==> src/rtl/fifo_8x8.sv <==
// rtl/fifo_8x8.sv - 8x8 synchronous FIFO with registered read port and sticky error flags
module fifo_8x8 #(
  parameter int DATA_W = 8,
  parameter int DEPTH  = 8,
  parameter int AW     = 3
) (
  input  logic              clk,
  input  logic              rst_n,
  input  logic              wr_en,
  input  logic [DATA_W-1:0] fifo_data,
  input  logic              rd_en,
  output logic [DATA_W-1:0] rd_data,
  output logic              rd_valid,
  output logic [3:0]        fifo_words,
  output logic              full,
  output logic              empty,
  output logic              overflow,
  output logic              underflow,
  input  logic              clr_err
);

  logic [DATA_W-1:0] mem_q [DEPTH];

  logic [AW-1:0]     wr_ptr_q, wr_ptr_d;
  logic [AW-1:0]     rd_ptr_q, rd_ptr_d;
  logic [3:0]        count_q, count_d;
  logic [DATA_W-1:0] rd_data_q, rd_data_d;
  logic              rd_valid_q, rd_valid_d;
  logic              overflow_q, overflow_d;
  logic              underflow_q, underflow_d;
  logic              wr_acc, rd_acc;

  // Flags come straight from the registered count so they settle one cycle after an access.
  assign full  = (count_q == 4'(DEPTH));
  assign empty = (count_q == 4'd0);

  always_comb begin
    rd_acc      = rd_en & ~empty;
    wr_acc      = wr_en & (~full | rd_acc);
    wr_ptr_d    = wr_acc ? wr_ptr_q + AW'(1) : wr_ptr_q;
    rd_ptr_d    = rd_acc ? rd_ptr_q + AW'(1) : rd_ptr_q;
    count_d     = count_q;
    if (wr_acc && !rd_acc) begin
      count_d = count_q + 4'd1;
    end else if (rd_acc && !wr_acc) begin
      count_d = count_q - 4'd1;
    end
    rd_data_d   = rd_acc ? mem_q[rd_ptr_q] : rd_data_q;
    rd_valid_d  = rd_acc;
    // A fresh error outranks clr_err in the same cycle.
    overflow_d  = (wr_en & ~wr_acc) | (overflow_q & ~clr_err);
    underflow_d = (rd_en & ~rd_acc) | (underflow_q & ~clr_err);
  end

  always_ff @(posedge clk or negedge rst_n) begin
    if (!rst_n) begin
      wr_ptr_q    <= '0;
      rd_ptr_q    <= '0;
      count_q     <= '0;
      rd_data_q   <= '0;
      rd_valid_q  <= 1'b0;
      overflow_q  <= 1'b0;
      underflow_q <= 1'b0;
    end else begin
      wr_ptr_q    <= wr_ptr_d;
      rd_ptr_q    <= rd_ptr_d;
      count_q     <= count_d;
      rd_data_q   <= rd_data_d;
      rd_valid_q  <= rd_valid_d;
      overflow_q  <= overflow_d;
      underflow_q <= underflow_d;
    end
  end

  // Storage is not reset; stale entries are never visible while the count says empty.
  always_ff @(posedge clk) begin
    if (wr_acc) begin
      mem_q[wr_ptr_q] <= fifo_data;
    end
  end

  assign rd_data    = rd_data_q;
  assign rd_valid   = rd_valid_q;
  assign fifo_words = count_q;
  assign overflow   = overflow_q;
  assign underflow  = underflow_q;

endmodule

==> config.mk <==
export PLATFORM = sky130hd
export DESIGN_NAME = fifo_8x8
export DESIGN_NICKNAME = d
export VERILOG_FILES = /design/src/rtl/fifo_8x8.sv
export SDC_FILE = /design/constraint.sdc
export NUM_CORES = 1
export LEC_CHECK = 0
export ABC_AREA = 0
export ABC_CLOCK_PERIOD_IN_PS = 6700
export CORE_MARGIN = 4
export CORE_UTILIZATION = 45
export CTS_BUF_LIST = sky130_fd_sc_hd__clkbuf_4
export DETAILED_ROUTE_END_ITERATION = 8
export GPL_ROUTABILITY_DRIVEN = 0
export PLACE_DENSITY = 0.72
export RECOVER_POWER = 50
export SETUP_SLACK_MARGIN = 0.05
export SLEW_MARGIN = 30
export SYNTH_ARGS = -nofsm -noshare
export SYNTH_HDL_FRONTEND = slang
export SYNTH_SLANG_ARGS = --single-unit
==> constraint.sdc <==
create_clock -name clk -period 6.7 [get_ports clk]
set_clock_uncertainty 0.2 [all_clocks]
set_input_delay 2.01 -clock clk [delete_from_list [all_inputs] [get_ports clk]]
set_output_delay 2.01 -clock clk [all_outputs]
set_load 0.03 [all_outputs]
### Word-level counts from Yosys, hierarchy flattened

Memories as Yosys holds them, arrays and structs flattened. A register that Yosys moved wholly into a read port is not among the register bits.
Cells that the tools add are included.

* equality and inequality tests: 1
* bitwise operators: 14
* mux-type cells: 4
* reductions and logical operators: 7
* add/sub/neg operators: 4

Operators by type and width (count)
* two-way mux 4 bit: 2
* adder 3 x 1 -> 3 bit (second input constant): 2
* AND 1 bit: 6
* inverter 1 bit: 5
* adder 4 x 1 -> 4 bit (second input constant): 1
* == test 4 bit (second input constant): 1
* zero test 4 bit: 1
* subtractor 4 x 1 -> 4 bit (second input constant): 1
* zero test 1 bit: 3
* bitwise OR 1 bit: 3
* logical AND 1 bit: 2
* two-way mux 1 bit: 2
* nonzero test 2 bit: 1

* register bits: 13
* memories: 1
* input port bits: 13
* RAM bits: 64
* word-level logic and storage cells: 37

Memory list
* mem_q: words 8, bits a word 8, read ports 1, clocked after memory_dff 1, write ports 1, RTL line 22 `logic [DATA_W-1:0] mem_q [DEPTH];`

### Depth between registers and ports, before layout

* depth in word-level cells: 9
* gate-level depth with buffers: 10

### Worst setup path after synthesis

OpenSTA, ideal clock, no wires.

* kind: input to register
* from: in rd_en
* to: reg count_q[3] (netlist: fifo_words[3])
* arrival time: 3572 ps
* setup slack: 2792 ps
* buffers on the path: 0
* stages: 8
* required time: 6364 ps
* cells stage by stage: o21ai_4 > inv_2 > ha_1 > inv_1 > ha_1 > a21o_1 > a2111oi_0 > o31ai_1

* longest elaborated chain between the ends: 6
* elaborated cells on any way between the ends: 9

Ends and longest elaborated chain
* start, declared: RTL line 11 `input logic rd_en,`
* AND 1 bit (*): RTL line 38 `rd_acc = rd_en & ~empty;`
* bitwise OR 1 bit (*): RTL line 39 `wr_acc = wr_en & (~full | rd_acc);`
* AND 1 bit (*): RTL line 39
* via wr_acc: RTL line 31 `logic wr_acc, rd_acc;`
* zero test 1 bit: RTL line 45 `end else if (rd_acc && !wr_acc) begin`
* logical AND 1 bit: RTL line 45
* nonzero test 2 bit (no line)
* end signal, assigned: RTL line 67 `count_q <= count_d;`
* end, declared: RTL line 26 `logic [3:0] count_q, count_d;`

Mark *: on every way through the listed nets, which the timed path passes. The rest lies on a longest branch.
A chain may end at the register's enable or synchronous reset.

### Final worst setup path

Ends and elaborated chain as after synthesis.

==> impl_metrics.yaml <==
status:
  status: "complete, no violations"
critical_path:
  ff2ff_path_depth: 9
  cp-end-kind: "register"
  max_stage_delay_ns: 0.72
  rr_startpoint: "fifo_words[0]"
  path_cells: "dlygate4sd3_1, o21ai_0, clkinv_1, ha_1, inv_1, ha_1, a21o_1, a2111oi_0, o31ai_1"
  worst_path_most_repeated_cell: "ha_1"
  crit_fanout: 7
  arrival_ns: 5.16
  rr_endpoint: "fifo_words[3]"
  r2r_setup_slack_ns: 2.78
  critPathLaunchType: "input pin"
  required_ns: 6.80
  crit_type: "in -> reg"
  path_buf_inv: 3
  crit_slowest_cell: "o21ai_0"
  path_delay_family: "compound AO/OA/AOI/OAI gates"
  worstSetupPathDepth: 9
detailed_routing:
  vias: 1900
  drtPass1Iterations: 4
  drt_wl_total_um: 6360
  drt-initial-drc-count: 147
  wire_per_inst_um: 17.7
  ant_nets: 0
  drt-vias-per-instance: 5.29
  remaining_drc_errors: 0
final_layout:
  areaGrowthSynthToFinish_pct: 15.7
  drive_gt1_share_pct: 14.2
  final_cell_area_um2: 4010
  fillerInstances: 603
  multi_input_area_um2: 943
  regArea_um2: 2450
  diodes: 0
  nNetsFinal: 274
floorplan:
  die_h_um: 95.8
  fp.dieW_um: 95.8
  core.rowCount: 31
  die_area_um2: 9180
  io-pin-count: 30
  coreArea_um2: 7370
  start_util_pct: 47.1
global_routing:
  track_usage_pct: 15.1
  grt_first_pass_wirelength_um: 9910
  antenna_found_initial: 0
  grt-ovfl-total: 0
  grt_pass1_vias: 1866
  grt_max_degree: 35
clock_network:
  cts_root_buffer: "clkbuf_4"
  clockBufferDepth: 2
  cts_hold_buf: 0
  cts_tree: "yes"
  htree_levels: 3
  postCtsSetupBuffers: 0
  cts_sinks: 85
  cts.repair.resized: 0
  insertion_delay_ns: 0.41
  cts.clk_slew.worst_paths_ns: 0.13
  numCtsBuffers: 9
power:
  leakagePower_nw: 1.46
  finalPower_mw: 1.77
  ir_drop_uv: 138
  cellPowerDensity_nw_per_um2: 440
timing:
  setup_viol: 0
  max_slew.worst_pin.slew_ns: 1.19
  worst_slack_ns: 1.64
  max_freq_mhz: 198
  final.setup.tns_ns: 0
  fin_crit_sh_pct: 75.5
  hold_slack_ns: 0.301
  relSlewSlack_pct: 20.4
  hold_viol: 0
  grt_setup_unrepaired: "false"
  maxSlewViolCount: 0
  fin_crit_ns: 5.06
min_path:
  hold_end: "rd_data[7]"
  hold_depth: 2
  min_path_type: "reg -> reg"
  worstHoldStart: "rd_data[7]"
yosys:
  seq_area_frac_synth_pct: 70.5
  ys.warnings.count: 0
  syn-cell-area_um2: 3470
  ys_seq_elements: 85
  synth_cell_types: 34
  syn_nets: 239
  synth.avg_cell_area_um2: 15.8
  netlist_instances: 220
job:
  maxCapViolations: 0
place:
  post-place-ws_ns: 1.75
  place_hpwl_um: 4040
  place_area_um2: 3860
  port_buffers: 29
## worst reg2reg max path, stage by stage (launching register included)
cell       delay [ns]
dfrtp_1          0.49
or4b_4           0.56
o21ai_0          0.71
clkinv_1         0.34
ha_1             0.34
inv_1            0.17
ha_1             0.26
a21o_1           0.21
a2111oi_0        0.41
o31ai_1          0.13
## worst max path at each step
stage	from	end	slack, ns
4_1_cts	rd_en	fifo_words[3]	2.21
3_5_place_dp	rd_en	fifo_words[3]	1.75
6_report	rd_en	fifo_words[3]	1.64
5_1_grt	rd_en	fifo_words[3]	1.46
2_1_floorplan	rd_en	fifo_words[3]	2.79
3_3_place_gp	rd_en	fifo_words[3]	1.83
## flip-flops by register name (all words and copies together), names as in the netlist
name,count
fifo_words,4
mem_q,64
overflow,1
rd_data,8
rd_ptr_q,3
rd_valid,1
underflow,1
wr_ptr_q,3
## through the flow
stage | cells | util, %
CTS | 359 | 54.8
global route | 359 | 54.5
global placement | 343 | 52.4
finish | 359 | 54.5
floorplan | 220 | -
detailed placement | 343 | 52.4
## routing by layer
layer  vias to the layer above  wire, µm  GRT usage (%)
li1                        912         -              -
met1                       933      2870           20.3
met2                        45      3060           23.6
met3                        10       296           2.81
met4                         0       121           7.70
met5                         -         0              0
## report_power, final
part | total [mW] | switching (mW) | internal, mW
clock | 0.336 | 0.177 | 0.160
combinational | 0.665 | 0.378 | 0.287
sequential | 0.765 | 0.0774 | 0.687
## Yosys cell counts (all sizes together)
library cell | instances | area (µm²)
inv | 5 | 18.8
o21ai | 11 | 66.3
nor2 | 5 | 18.8
dfrtp | 21 | 526
a2111oi | 1 | 8.76
or4b | 1 | 13.8
ha | 5 | 62.6
mux2i | 17 | 170
a21oi | 1 | 5.00
nor3 | 7 | 35.0
edfxtp | 64 | 1920
xnor2 | 6 | 52.6
a221o | 8 | 80.1
nand2 | 22 | 87.6
mux2 | 17 | 191
a22o | 2 | 17.5
o22ai | 8 | 50.1
nor2b | 1 | 6.26
nand2b | 4 | 25.0
nor4 | 2 | 18.8
buf | 8 | 55.1
o31ai | 1 | 7.51
a21o | 1 | 7.51
clkbuf | 1 | 3.75
fa | 1 | 20.0
## cells by family (layout without fill, tap and decap cells)
family	Yosys count	count (layout)	synth area share, %
flip-flops	85	85	70.5
AND/OR/NAND/NOR	42	42	5.91
adder cells (fa/ha/maj)	6	6	2.38
multiplexers	34	34	10.4
AO/OA/AOI/OAI	33	33	7.00
XOR/XNOR	6	6	1.51
buffers and inverters	14	54	2.24
## layout make-up
class | instances | share of cell area [%]
inverter | 5 | 0.468
multi-input combinational | 121 | 23.5
sequential | 85 | 61.0
clock buffer | 10 | 1.87
timing repair buffer | 33 | 7.73
clock inverter | 6 | 2.37
tap | 99 | 3.09
## cells in the final DEF, fill, tap and decap left out, types with 6 or more instances in the layout
master,Yosys,routed
edfxtp_1,64,64
dfrtp_1,21,21
nand2_1,20,20
clkdlybuf4s50_1,0,19
mux2i_1,17,17
mux2_2,12,12
clkbuf_4,0,10
dlygate4sd3_1,0,9
o22ai_1,8,8
a221o_1,8,8
o21ai_1,8,8
xnor2_1,6,6
Power figures use the tool's default switching activity.
==> variant, RTL diff (same flow settings) <==
Change the parameter `DEPTH` from 8 to 16.
--- a/src/rtl/fifo_8x8.sv
+++ b/src/rtl/fifo_8x8.sv
@@ -3,3 +3,3 @@
   parameter int DATA_W = 8,
-  parameter int DEPTH  = 8,
+  parameter int DEPTH  = 16,
   parameter int AW     = 3
Function: changed (a bounded check fails within 4 cycles, from zero or initial values and one cycle with rst_n low).
==> variant against the unedited design <==
Routed wire length shrank 1.6%; design area shrank 1.5%; register-to-register slack gained 0.61 ns; utilization shrank 0.83 points; synthesized area shrank 0.22%; sequential cell count is the same; setup slack gained 0.59 ns; highest routed layer unchanged.
Power is not compared: it rests on default switching activity, and its combinational part moved more than twofold at a synthesized area within 25%.
==> variant: results (changes against the unedited design) <==
[route]
drtIter0Drc=97  ; was 147
wirelength_um=6260  ; was 6360 um
vias_per_cell=5.17  ; was 5.29
num_vias=1836  ; was 1900

[grt]
met1_usage=0.212  ; was 0.203
grt_util_met3=0.0407  ; was 0.0281
grt_pass1_vias=1895  ; was 1866
grt_pass1_wl_um=10000  ; was 9910 um
grt_usage=0.153  ; was 0.151
met2_usage=0.233  ; was 0.236
grt-ovfl-total=0  ; unchanged

[power]
vdd.ir_drop.worst_uv=132
powerSeq_w=0.000568

[cells_and_area]
fillCellCount=622  ; was 603
layout-drive-gt1-share=0.156  ; was 0.142
final_nets=270  ; was 274
regMostFlops=mem_q  ; unchanged
largest_reg_flops=64  ; unchanged

[setup_path]
arrival_ns=2.26  ; was 5.16 ns
crit_start=fifo_words[1]$_DFFE_PN0P_  ; was rd_en
crit_family=buffers and inverters  ; was compound AO/OA/AOI/OAI gates
slowest_delay_ns=0.68  ; was 0.72 ns
path_max_fanout=5  ; was 7
crit_slowest_cell=clkdlybuf4s50_1  ; was o21ai_0

[logic_synthesis]
ys_top_cells_by_count=64 x edfxtp_1, 22 x nand2_1, 21 x dfrtp_1, 17 x mux2_2, 17 x mux2i_1  ; was 64 x edfxtp_1, 21 x dfrtp_1, 20 x nand2_1, 17 x mux2i_1, 12 x mux2_2
synth_cell_types=31  ; was 34
yosysSeqAreaShare=0.707  ; was 0.705
syn_nets=240  ; was 239
synth_area_leaders=edfxtp_1 56%, dfrtp_1 15%, mux2_2 5.5%  ; was edfxtp_1 55%, dfrtp_1 15%, mux2i_1 4.9%
async_flop_share=0.247  ; unchanged
ys.flop_type=edfxtp_1  ; unchanged
synth_cells=221  ; was 220

[cts]
h-tree-depth=3  ; unchanged
worst_skew_pair.late_latency_ns=0.43  ; was 0.41 ns

[placement]
dp.cells=339  ; was 343
dp_hpwl_um=4040  ; about the same
dpl-instance-area_um2=3820  ; was 3860 um^2

[sta]
slew_headroom=0.255  ; was 0.204

[outcome]
status=finished clean  ; unchanged

[worst_hold_path]
hp-start=rd_data[2]$_DFFE_PN0P_  ; was rd_data[7]$_DFFE_PN0P_

==> variant: worst paths after layout <==
path | end | depth (start not counted) | slack [ns]
min in group asynchronous | fifo_words[2]$_DFFE_PN0P_ | 1 | 1.55
max in group asynchronous | rd_ptr_q[0]$_DFFE_PN0P_ | 1 | 4.09
setup reg to reg | fifo_words[3]$_DFFE_PN0P_ | 8 | 3.39
hold / removal | rd_data[2]$_DFFE_PN0P_ | 2 | 0.29
setup / recovery | full | 3 | 2.23
hold reg to reg | rd_data[2]$_DFFE_PN0P_ | 2 | 0.29
==> variant: kinds of logic (layout without fill, tap and decap cells) <==
family,after synthesis,in the layout,share of synthesized area
and+or+nand+nor,41,41,0.0539
adders and majority gates,6,6,0.0239
AOI/OAI and AO/OA,32,32,0.0636
buffers and inverters,16,51,0.0278
DFF,85,85,0.707
muxes,35,35,0.109
xor gates and xnor gates,6,6,0.0152
==> variant: layout make-up <==
| class | instances | share of cell area |
|---|---|---|
| sequential | 85 | 0.619 |
| tap | 99 | 0.0313 |
| timing repair buffer | 30 | 0.0738 |
| clock inverter | 7 | 0.0187 |
| inverter | 5 | 0.00475 |
| multi-input combinational | 120 | 0.235 |
| clock buffer | 9 | 0.0171 |
==> variant: per-layer routing <==
metal,vias up,share of wire
li1,891,-
met1,901,0.46
met2,36,0.48
met3,8,0.050
met4,0,0.014
met5,-,0
==> variant: through the flow <==
step	utilization	setup WS, ns
final	0.536	2.23
after global routing	0.536	2.04
after CTS	0.537	2.21
after detailed placement	0.518	1.94
after global placement	0.517	2.02
after floorplan	-	2.83
==> variant: worst min-delay path, cell delays in order (launching register included) <==
cell	delay, ns
dfrtp_1	0.37
nand2_1	0.04
o21ai_0	0.06
